--- config.mk ---
export PLATFORM = sky130hd
export DESIGN_NAME = inst_fetch_unit_flat
export DESIGN_NICKNAME = d
export VERILOG_FILES = /design/src/rtl/inst_fetch_unit_if.sv /design/src/rtl/inst_fetch_unit.sv /design/src/flat_wrapper.sv
export SDC_FILE = /design/constraint.sdc
export NUM_CORES = 1
export LEC_CHECK = 0
export BUFFER_PORTS_ARGS = -buffer_cell sky130_fd_sc_hd__buf_2
export CAP_MARGIN = 20
export CORE_ASPECT_RATIO = 1.2
export CORE_MARGIN = 1.5
export CORE_UTILIZATION = 45
export DETAILED_ROUTE_END_ITERATION = 10
export MAX_ROUTING_LAYER = met4
export PLACE_DENSITY = 0.76
export SYNTH_ARGS = -nofsm -noshare
export SYNTH_HDL_FRONTEND = slang
export SYNTH_SLANG_ARGS = --single-unit
--- constraint.sdc ---
create_clock -name clock -period 2.33 [get_ports clock]
set_input_delay 0.3495 -clock clock [delete_from_list [all_inputs] [get_ports clock]]
set_output_delay 0.3495 -clock clock [all_outputs]
set_load 0.05 [all_outputs]
--- src/rtl/inst_fetch_unit_if.sv ---
// Bus between the instruction fetch stage, the async-read instruction memory,
// the execute-stage redirect source and the decode stage.
interface inst_fetch_unit_if #(
    parameter int WORD_SIZE = 32
);
    logic                 jmp_ctrl_signal;
    logic [WORD_SIZE-1:0] jump_address;
    logic                 stall;
    logic [WORD_SIZE-1:0] memory_inst_data;
    logic [WORD_SIZE-1:0] memory_inst_address;
    logic [WORD_SIZE-1:0] decode_instruction;
    logic [WORD_SIZE-1:0] decode_pc;
    logic                 decode_valid;
    logic                 inst_misaligned;

    // master: the fetch unit itself
    modport master (
        input  jmp_ctrl_signal,
        input  jump_address,
        input  stall,
        input  memory_inst_data,
        output memory_inst_address,
        output decode_instruction,
        output decode_pc,
        output decode_valid,
        output inst_misaligned
    );

    // slave: memory / execute / decode environment around the fetch unit
    modport slave (
        output jmp_ctrl_signal,
        output jump_address,
        output stall,
        output memory_inst_data,
        input  memory_inst_address,
        input  decode_instruction,
        input  decode_pc,
        input  decode_valid,
        input  inst_misaligned
    );
endinterface

--- src/rtl/inst_fetch_unit.sv ---
// RV32 instruction fetch stage: owns the PC, addresses the async-read instruction
// memory and registers the fetched word plus its PC into the fetch/decode register.
module inst_fetch_unit #(
    parameter int                   WORD_SIZE    = 32,
    parameter logic [WORD_SIZE-1:0] RESET_VECTOR = '0,
    parameter logic [WORD_SIZE-1:0] NOP_INSTR    = 'h13
) (
    input  logic              clock,
    input  logic              reset,
    inst_fetch_unit_if.master bus
);
    localparam logic [WORD_SIZE-1:0] PC_STEP = WORD_SIZE'(4);

    logic [WORD_SIZE-1:0] pc_reg,          pc_next;
    logic [WORD_SIZE-1:0] instruction_reg, instruction_next;
    logic [WORD_SIZE-1:0] decode_pc_reg,   decode_pc_next;
    logic                 valid_reg,       valid_next;
    logic                 misaligned_reg,  misaligned_next;

    // Priority jump > stall > normal; reset overrides all of it in the register block,
    // so X on the control inputs during reset never reaches state.
    always_comb begin
        pc_next          = pc_reg;
        instruction_next = instruction_reg;
        decode_pc_next   = decode_pc_reg;
        valid_next       = valid_reg;
        misaligned_next  = misaligned_reg;
        if (bus.jmp_ctrl_signal) begin
            // Wrong-path word on memory_inst_data is dropped; the slot becomes a bubble.
            pc_next          = {bus.jump_address[WORD_SIZE-1:2], 2'b00};
            instruction_next = NOP_INSTR;
            decode_pc_next   = pc_reg;
            valid_next       = 1'b0;
            misaligned_next  = |bus.jump_address[1:0];
        end else if (!bus.stall) begin
            pc_next          = pc_reg + PC_STEP;
            instruction_next = bus.memory_inst_data;
            decode_pc_next   = pc_reg;
            valid_next       = 1'b1;
            misaligned_next  = 1'b0;
        end
    end

    always_ff @(posedge clock) begin
        if (reset) begin
            pc_reg          <= RESET_VECTOR;
            instruction_reg <= NOP_INSTR;
            decode_pc_reg   <= RESET_VECTOR;
            valid_reg       <= 1'b0;
            misaligned_reg  <= 1'b0;
        end else begin
            pc_reg          <= pc_next;
            instruction_reg <= instruction_next;
            decode_pc_reg   <= decode_pc_next;
            valid_reg       <= valid_next;
            misaligned_reg  <= misaligned_next;
        end
    end

    assign bus.memory_inst_address = pc_reg;
    assign bus.decode_instruction  = instruction_reg;
    assign bus.decode_pc           = decode_pc_reg;
    assign bus.decode_valid        = valid_reg;
    assign bus.inst_misaligned     = misaligned_reg;
endmodule

--- src/flat_wrapper.sv ---
// flat-port wrapper written by rule: the top's interface ports become plain ports
module inst_fetch_unit_flat 
#(
    parameter int                   WORD_SIZE    = 32,
    parameter logic [WORD_SIZE-1:0] RESET_VECTOR = '0,
    parameter logic [WORD_SIZE-1:0] NOP_INSTR    = 'h13
)
  (clock, reset, bus_jmp_ctrl_signal, bus_jump_address, bus_stall, bus_memory_inst_data, bus_memory_inst_address, bus_decode_instruction, bus_decode_pc, bus_decode_valid, bus_inst_misaligned);
  inst_fetch_unit_if #(.WORD_SIZE(WORD_SIZE)) bus_i ();
  input  logic clock;
  input  logic reset;
  input wire logic [$bits(bus_i.jmp_ctrl_signal)-1:0] bus_jmp_ctrl_signal;
  input wire logic [$bits(bus_i.jump_address)-1:0] bus_jump_address;
  input wire logic [$bits(bus_i.stall)-1:0] bus_stall;
  input wire logic [$bits(bus_i.memory_inst_data)-1:0] bus_memory_inst_data;
  output wire logic [$bits(bus_i.memory_inst_address)-1:0] bus_memory_inst_address;
  output wire logic [$bits(bus_i.decode_instruction)-1:0] bus_decode_instruction;
  output wire logic [$bits(bus_i.decode_pc)-1:0] bus_decode_pc;
  output wire logic [$bits(bus_i.decode_valid)-1:0] bus_decode_valid;
  output wire logic [$bits(bus_i.inst_misaligned)-1:0] bus_inst_misaligned;
  assign bus_i.jmp_ctrl_signal = bus_jmp_ctrl_signal;
  assign bus_i.jump_address = bus_jump_address;
  assign bus_i.stall = bus_stall;
  assign bus_i.memory_inst_data = bus_memory_inst_data;
  assign bus_memory_inst_address = bus_i.memory_inst_address;
  assign bus_decode_instruction = bus_i.decode_instruction;
  assign bus_decode_pc = bus_i.decode_pc;
  assign bus_decode_valid = bus_i.decode_valid;
  assign bus_inst_misaligned = bus_i.inst_misaligned;
  inst_fetch_unit #(.WORD_SIZE(WORD_SIZE), .RESET_VECTOR(RESET_VECTOR), .NOP_INSTR(NOP_INSTR)) u_core (.clock(clock), .reset(reset), .bus(bus_i));
endmodule
* After elaboration in Yosys (flattened, before gate mapping)
Index checks and enable logic that the tools add are counted.
Cells by class: add/sub/neg operators 1, equal/unequal tests 1, muxes and demuxes 6, reduce and logical (&&, ||, !) cells 2
Operators with widths (count):
- $mux W32 | 4
- $add A32 B3 Y32 const B | 1
- $reduce_or A2 Y1 | 2
- $mux W1 | 2
- $ne A2 B2 Y1 const B | 1
Word-level totals: bits in registers 98, bits of input ports 68, output and inout bits 98, logic and storage cells 16

* Longest topological paths before layout
Gate-level depths: netlist of run 1.
word-level depth 3, mapped depth 6, depth with buffers taken out 5

* Worst setup path before layout of run 1
OpenSTA, ideal clock, no wires.
path kind reg2reg, start point register u_core.pc_reg[13], in the netlist u_core.bus.memory_inst_address[13], end point register u_core.pc_reg[29], in the netlist u_core.bus.memory_inst_address[29], library setup time 0.115 ns, arrival 2.203 ns, required time 2.215 ns, setup slack 0.011 ns, cell stages (with the launch flop) 5, path buffers 0, clock period less this slack 2.319 ns, path through dfxtp_1 -> nand4_2 -> or4_4 -> or4_1 -> and3_1
On the way: longest elaborated chain between the ends 3
Ends and longest elaborated chain:
- start, declared | line inst_fetch_unit.sv:14 | logic [WORD_SIZE-1:0] pc_reg, pc_next;
- start signal, assigned | line inst_fetch_unit.sv:52 | pc_reg <= pc_next;
- $add A32 B3 Y32 | line inst_fetch_unit.sv:36 | pc_next = pc_reg + PC_STEP;
- $mux W32 | line inst_fetch_unit.sv:35 | end else if (!bus.stall) begin
- $mux W32 | line inst_fetch_unit.sv:28 | if (bus.jmp_ctrl_signal) begin
No other way between the ends. The select of a mux whose other input is x is not followed. A chain may end at the register's enable or synchronous reset.

* Worst setup path in the final report of run 1
start point register u_core.pc_reg[2], in the netlist u_core.bus.memory_inst_address[2], end point register u_core.pc_reg[30], in the netlist u_core.bus.memory_inst_address[30]
The elaborated chain is that of the path after synthesis.

==> results of run 1 <==
-- how the worst max path moves through the flow --
stage	cells past startpoint	slack, ns	endpoint	from
CTS	6	0.21	u_core.bus.memory_inst_address[30]	u_core.bus.memory_inst_address[2]
detailed placement	4	0.27	u_core.bus.memory_inst_address[29]	u_core.bus.memory_inst_address[19]
global placement	4	0.33	u_core.bus.memory_inst_address[29]	u_core.bus.memory_inst_address[19]
finish	6	0.22	u_core.bus.memory_inst_address[30]	u_core.bus.memory_inst_address[2]
global route	4	0.03	u_core.bus.memory_inst_address[26]	u_core.bus.memory_inst_address[14]
floorplan	4	0.01	u_core.bus.memory_inst_address[29]	u_core.bus.memory_inst_address[13]
-- routing by layer --
layer,part of all wire,vias up,track usage
met5,0,-,-
met3,0.072,11,0.0497
li1,-,1923,-
met1,0.45,1778,0.284
met4,0.014,0,0.0871
met2,0.47,151,0.379
-- critical path, cell delays in order (launching register included) --
cell,delay (ns)
dfxtp_1,0.45
ha_1,0.23
nand4b_1,0.16
buf_4,0.20
nor4_1,0.41
a211oi_1,0.13
a2111oi_0,0.41
-- per-stage QoR --
stage	setup WS, ns	hold WS, ns	total power (W)	std cells
final	0.221	0.191	0.00347	741
after floorplan	0.0115	0.475	0.00229	471
after detailed placement	0.266	0.440	0.00249	727
after global placement	0.332	0.434	0.00247	727
after CTS	0.206	0.185	0.00350	741
after global routing	0.0270	0.197	0.00361	741
-- cell families (layout without fill, tap and decap cells) --
| logic type | count (synthesis) | in the layout | share of synthesized area |
|---|---|---|---|
| simple gates | 198 | 198 | 0.232 |
| flops | 94 | 94 | 0.473 |
| compound gates | 80 | 80 | 0.129 |
| buf+inv | 48 | 201 | 0.0494 |
| mux | 33 | 33 | 0.0830 |
| xor+xnor | 13 | 13 | 0.0286 |
| fa+ha+maj | 1 | 1 | 0.00315 |
| other cells | 1 | 4 | 0.000943 |
-- power by group through the flow --
stage          Clock, W  Sequential, W  Combinational [W]
2_1_floorplan         0        0.00206           0.000222
3_3_place_gp          0        0.00179           0.000681
3_5_place_dp          0        0.00180           0.000686
4_1_cts         0.00105        0.00176           0.000687
5_1_grt         0.00110        0.00178           0.000731
6_report        0.00102        0.00176           0.000685
-- area by class of cell --
type,count,share of cell area
multi-input cells,329,0.377
clock inverters,2,0.00690
flip-flops and latches,94,0.371
well taps,117,0.0288
clock buffers,12,0.0266
inverters,13,0.00961
repair buffers,174,0.180
-- cell usage in the layout (no fill, tap or decap), types with 5 or more instances in the layout --
cell type and instances:
mux2i_1 33, and4_1 5, buf_4 12, xnor2_1 10, nand2_1 78, nor4_1 6
a211oi_1 15, a21oi_1 37, clkbuf_8 9, o21ai_0 6, nor2_1 61, dfxtp_1 94
nand4_1 8, a311oi_1 9, a2111oi_0 5, nor3_1 6, inv_1 12, buf_2 161
nand3_1 8
==> impl_results.md, run 1 <==
- Share of power burned in combinational logic: 0.197
- Result of the run: finished, final reports clean
- Classification of the worst setup path: reg2reg
- Number of antenna violations at the first check in global routing: 0
- Row count: 37
- Initial Utilization: 0.464
- Leak: 2.32 nW
- R2R Path End: u_core.bus.memory_inst_address[30]
- Fraction of final layout cells with drive strength greater than 1: 0.308
- Final core utilization: 0.593
- Final Slew Violations: 0
- EDFF count, synth: 0
- DRC violation count after routing: 0
- Fraction of the yosys area taken by sequential cells: 0.473
- Vias in the first global route: 3,638
- Longest Clk Path Bufs: 2
- Type of element launching the critical path: flip-flop
- Switching power share of the total: 0.319
- Number of vias per cell: 5.21
- Critical Path End Type: flip-flop
- Core Footprint: 8560 um^2
- Power per cell area: 684 nW/um^2
- Worst clock skew on the final layout: 0.0109 ns
- Pin count of the biggest net entering global routing: 31
- Final ANT Viol Nets: 0
- Min-delay worst type: in2reg
- Unrepaired setup endpoints after global routing: no
- Hold path depth: 3
- Hold endpoint: u_core.bus.decode_instruction[0]
- Beginning of the worst register-to-register path: u_core.bus.memory_inst_address[2]
- Summed negative setup slack over all endpoints: 0 ns
- Half-perimeter wire length after placement: 7790 um
- Number of antenna cells inserted: 0
- Switching power summed over all nets: 0.00111 W
- Detailed Route WL: 10,600 um
- Beginning of the worst hold path: bus_memory_inst_data[0]
- Clock slew seen by the registers of the worst setup and hold paths: 0.08 ns
- Reg2Reg Depth: 6
- Port Buffers: 161
- Area of all sequential standard cells: 1880 um^2
- Count of routing violations after the opening detailed-route iteration: 201
- Height of the chip: 106 um
- WL/cell: 14.3 um
- Weighted congestion at the end of routability-driven global placement: 0.873
- Postcts setup bufs: 0
- Worst ir drop on vdd: 0.000391 V
- Final design instance area without fill: 5080 um^2
- Total routing resource utilization after global routing: 0.234
- Number of buffers created by CTS: 9
- Library cell with the largest summed area after synthesis: dfxtp_1
- Number of vias after detailed routing: 3,863
- Number of gates resized after CTS: 0
- Most used standard cell by instance count after synthesis: dfxtp_1
- Max transition margin: 0.581
- Post-synth top cells: dfxtp_1 (94), nand2_1 (78), nor2_1 (61)
- Synthesized area divided by synthesized cell count: 8.50 um^2
- Sequential cell fraction of total power: 0.508
- Most common flop cell mapped by yosys: dfxtp_1
- Total of fill cells in the finished design: 772
- Proportion of power drawn by the clock network: 0.295
- Max reg flops: 32
- Cells after Synth: 468
- Flop and latch count out of synthesis: 94
- Internal Power: 0.00237 W
- Data arrival time of the critical path: 2.35 ns
- Multi-input gate area: 1910 um^2
- Die width: 88.8 um
- Min cycle time layout: 2.11 ns
- Final worst-path cycle share: 0.905
- Syn-to-layout area delta: 27.6%
- Yosys Warn Count: 0
- Clk Latency, worst-skew pair: 0.37 ns
- Count of H-tree levels built during CTS: 3
- Distinct cell type count of the synthesized netlist: 40
- Setup violators final: 0
- Root buffer cell: clkbuf_8
- Netlist Area Pre-Place: 3980 um^2
- Tightest Pin Transition: 0.624 ns
- Largest driver fanout on the critical path: 6
- Area share of the leading cell type in the synthesized netlist: 0.473
- CTS tree: built
- Flop-to-flop setup slack: 0.22 ns
- Required time at the endpoint of the critical path: 2.57 ns
- Number of clock sinks: 94
- Die area: 9410 um^2
- Wire length of the first global-routing pass: 16,800 um
- Fraction of registers with async set/reset: 0
- Count of max-cap constraint violations: 0
- Detailed Routing Iterations Pass 1: 4
- Placed cell area: 4910 um^2
- Number of buffers inserted for hold repair after clock tree synthesis: 0
- Top post-synthesis cells by area: dfxtp_1 (47%), mux2i_1 (8.3%), nand2_1 (7.4%)
- Final hold viol count: 0
- Count of nets after finishing: 690
- Residual overflow from global routing: 0
- I/O pin count: 166
- FMAX: 474 MHz
No activity file was read; power rests on OpenSTA's default activity.
==> run 2, diff against run 1 <==
--- a/config.mk
+++ b/config.mk
@@ -5,14 +5,15 @@
 export SDC_FILE = /design/constraint.sdc
 export NUM_CORES = 1
 export LEC_CHECK = 0
+export ABC_CLOCK_PERIOD_IN_PS = 2330
 export BUFFER_PORTS_ARGS = -buffer_cell sky130_fd_sc_hd__buf_2
 export CAP_MARGIN = 20
 export CORE_ASPECT_RATIO = 1.2
 export CORE_MARGIN = 1.5
-export CORE_UTILIZATION = 45
+export CORE_UTILIZATION = 40
 export DETAILED_ROUTE_END_ITERATION = 10
 export MAX_ROUTING_LAYER = met4
-export PLACE_DENSITY = 0.76
+export PLACE_DENSITY = 0.69
 export SYNTH_ARGS = -nofsm -noshare
 export SYNTH_HDL_FRONTEND = slang
 export SYNTH_SLANG_ARGS = --single-unit
==> impl_results.md, run 2 (same netlist as run 1, synthesis figures left out) <==
- Result of the run: finished, final reports clean (unchanged)
- Final core utilization: 0.547 (was 0.593)
- Max reg flops: 32 (unchanged)
- Core Footprint: 9610 um^2 (was 8560 um^2)
- Detailed Routing Iterations Pass 1: 4 (unchanged)
- Beginning of the worst hold path: bus_memory_inst_data[0] (unchanged)
- Layout Cells excl Fill: 752 (was 741)
- Combined buffer and inverter count along the critical path: 0 (was 1)
- Inst Count DP: 734 (was 727)
- Total of fill cells in the finished design: 910 (was 772)
- Critical Path End Type: flip-flop (unchanged)
- Worst clock skew on the final layout: 0.00745 ns (was 0.0109 ns)
- Number of antenna violations at the first check in global routing: 0 (unchanged)
- Residual overflow from global routing: 0 (unchanged)
- Count of routing violations after the opening detailed-route iteration: 157 (was 201)
- Number of buffers created by CTS: 9 (unchanged)
- Top library cells by usage in the layout, fill and taps aside: buf_2 (161), dfxtp_1 (94), nand2_1 (78), nor2_1 (61), a21oi_1 (37) (unchanged)
- Clk Latency, worst-skew pair: 0.34 ns (was 0.37 ns)
- Weighted congestion at the end of routability-driven global placement: 0.863 (was 0.873)
- Final ANT Viol Nets: 0 (unchanged)
- Setup crit start: u_core.bus.memory_inst_address[14] (was u_core.bus.memory_inst_address[2])
- Required time at the endpoint of the critical path: 2.56 ns (was 2.57 ns)
- Number of antenna cells inserted: 0 (unchanged)
- Unrepaired setup endpoints after global routing: no (unchanged)
- Initial Utilization: 0.414 (was 0.464)
- Clock slew seen by the registers of the worst setup and hold paths: 0.07 ns (was 0.08 ns)
- Largest driver fanout on the critical path: 7 (was 6)
- CTS tree: built (unchanged)
- FMAX: 480 MHz (was 474 MHz)
- Worst ir drop on vdd: 0.000420 V (was 0.000391 V)
- Height of the chip: 112 um (was 106 um)
- Min cycle time layout: 2.08 ns (was 2.11 ns)
- Count of max-cap constraint violations: 0 (unchanged)
- Tightest Pin Transition: 0.656 ns (was 0.624 ns)
- Number of vias per cell: 5.18 (was 5.21)
- Final hold viol count: 0 (unchanged)
- Row count: 39 (was 37)
- Count of nets after finishing: 694 (was 690)
- WL/cell: 14.5 um (was 14.3 um)
- Root buffer cell: clkbuf_16 (was clkbuf_8)
- Final Slew Violations: 0 (unchanged)
- Die width: 94.0 um (was 88.8 um)
- R2R Path End: u_core.bus.memory_inst_address[29] (was u_core.bus.memory_inst_address[30])
- Final worst-path cycle share: 0.894 (was 0.905)
- Max transition margin: 0.559 (was 0.581)
- Summed negative setup slack over all endpoints: 0 ns (unchanged)
- Reg2Reg Depth: 4 (was 6)
- Number of buffers inserted for hold repair after clock tree synthesis: 0 (unchanged)
- I/O pin count: 166 (unchanged)
- Count of H-tree levels built during CTS: 3 (unchanged)
- Longest Clk Path Bufs: 2 (unchanged)
- Data arrival time of the critical path: 2.31 ns (was 2.35 ns)
- Number of clock sinks: 94 (unchanged)
- Maximum single-stage delay on the critical path: 0.63 ns (was 0.45 ns)
- Classification of the worst setup path: reg2reg (unchanged)
- Port Buffers: 161 (unchanged)
- Die area: 10,600 um^2 (was 9410 um^2)
- Half-perimeter wire length after placement: 7900 um (was 7790 um)
- Cell-by-cell trace of the critical path: nand4_2 -> or4_4 -> or4_1 -> and3_1 (was ha_1 -> nand4b_1 -> buf_4 -> nor4_1 -> a211oi_1 -> a2111oi_0)
- Post-route setup slack: 0.246 ns (was 0.221 ns)
- Pin count of the biggest net entering global routing: 38 (was 31)
- Fraction of final layout cells with drive strength greater than 1: 0.315 (was 0.308)
- Hold endpoint: u_core.bus.decode_instruction[0] (unchanged)
- Vias in the first global route: 3,830 (was 3,638)
- Power per cell area: 759 nW/um^2 (was 684 nW/um^2)
- Leak: 2.40 nW (was 2.32 nW)
- Area of all sequential standard cells: 1880 um^2 (unchanged)
- Syn-to-layout area delta: 32.3% (was 27.6%)
- Setup violators final: 0 (unchanged)
- Total routing resource utilization after global routing: 0.220 (was 0.234)
- Wire length of the first global-routing pass: 18,100 um (was 16,800 um)
- Setup WS pre-CTS: 0.291 ns (was 0.266 ns)
- DRC violation count after routing: 0 (unchanged)
- Beginning of the worst register-to-register path: u_core.bus.memory_inst_address[14] (was u_core.bus.memory_inst_address[2])
- Multi-input gate area: 1910 um^2 (unchanged)
- Hold path depth: 3 (unchanged)
- Most common cell after layout, fill and taps aside: buf_2 (unchanged)
- Type of element launching the critical path: flip-flop (unchanged)
- Number of vias after detailed routing: 3,899 (was 3,863)
- Flop-to-flop setup slack: 0.25 ns (was 0.22 ns)
- Min-delay worst type: in2reg (unchanged)
- Final Hold Slack: 0.222 ns (was 0.191 ns)
- Cell family with the largest share of critical-path delay: simple AND/OR/NAND/NOR gates (unchanged)
- Detailed Route WL: 10,900 um (was 10,600 um)
- Slowest stage cell on the critical path: or4_4 (was dfxtp_1)
## run 2: cell count changes in the layout (fill, tap and decap cells not counted), sizes merged
| cell | previous run | this run |
|---|---|---|
| bufinv | 1 | 2 |
| clkbuf | 12 | 11 |
| buf | 174 | 178 |
| clkinvlp | 0 | 1 |
## run 2: metal layers
metal	global-route usage	wire length (um)
met1	0.264	4670
met2	0.361	5220
met3	0.0501	815
met4	0.0736	201
met5	-	0
## run 2: worst max path at each step
stage,end,slack (ns),cells after the start
after global placement,u_core.bus.memory_inst_address[29],0.35,4
after CTS,u_core.bus.memory_inst_address[30],0.24,5
after detailed placement,u_core.bus.memory_inst_address[29],0.29,4
after global routing,u_core.bus.memory_inst_address[26],0.04,4
final,u_core.bus.memory_inst_address[29],0.25,4
after floorplan,u_core.bus.memory_inst_address[29],0.01,4
## run 2: report_power, final
part	switching, W	internal, W
registers	0.0000789	0.00169
logic	0.000491	0.000197
clock network	0.000606	0.000934
total	0.00118	0.00282
## run 2: repair_timing
item | CTS | global route
resized for setup | 0 | 0
setup buffers | 0 | 3
endpoints found under the hold margin | 0 | 0
endpoints found under the setup margin | 0 | 2
## run 2: final cells by class
cell class	count	area share
Timing Repair Buffer	178	0.182
Multi-Input combinational cell	329	0.364
Clock buffer	11	0.0442
Clock inverter	4	0.0138
Sequential cell	94	0.358
Inverter	13	0.00927
Tap cell	123	0.0293
## run 2: worst reg2reg max path, stage by stage, from the launching register on
cell     delay (ns)
dfxtp_1        0.46
nand4_2        0.24
or4_4          0.63
or4_1          0.47
and3_1         0.17
## run 2: stage by stage
stage / cell area [um^2] / total power [W]
2_1_floorplan: 3990 / 0.00229
6_report: 5260 / 0.00399
3_3_place_gp: 4930 / 0.00248
3_5_place_dp: 4930 / 0.00249
5_1_grt: 5260 / 0.00415
4_1_cts: 5240 / 0.00403
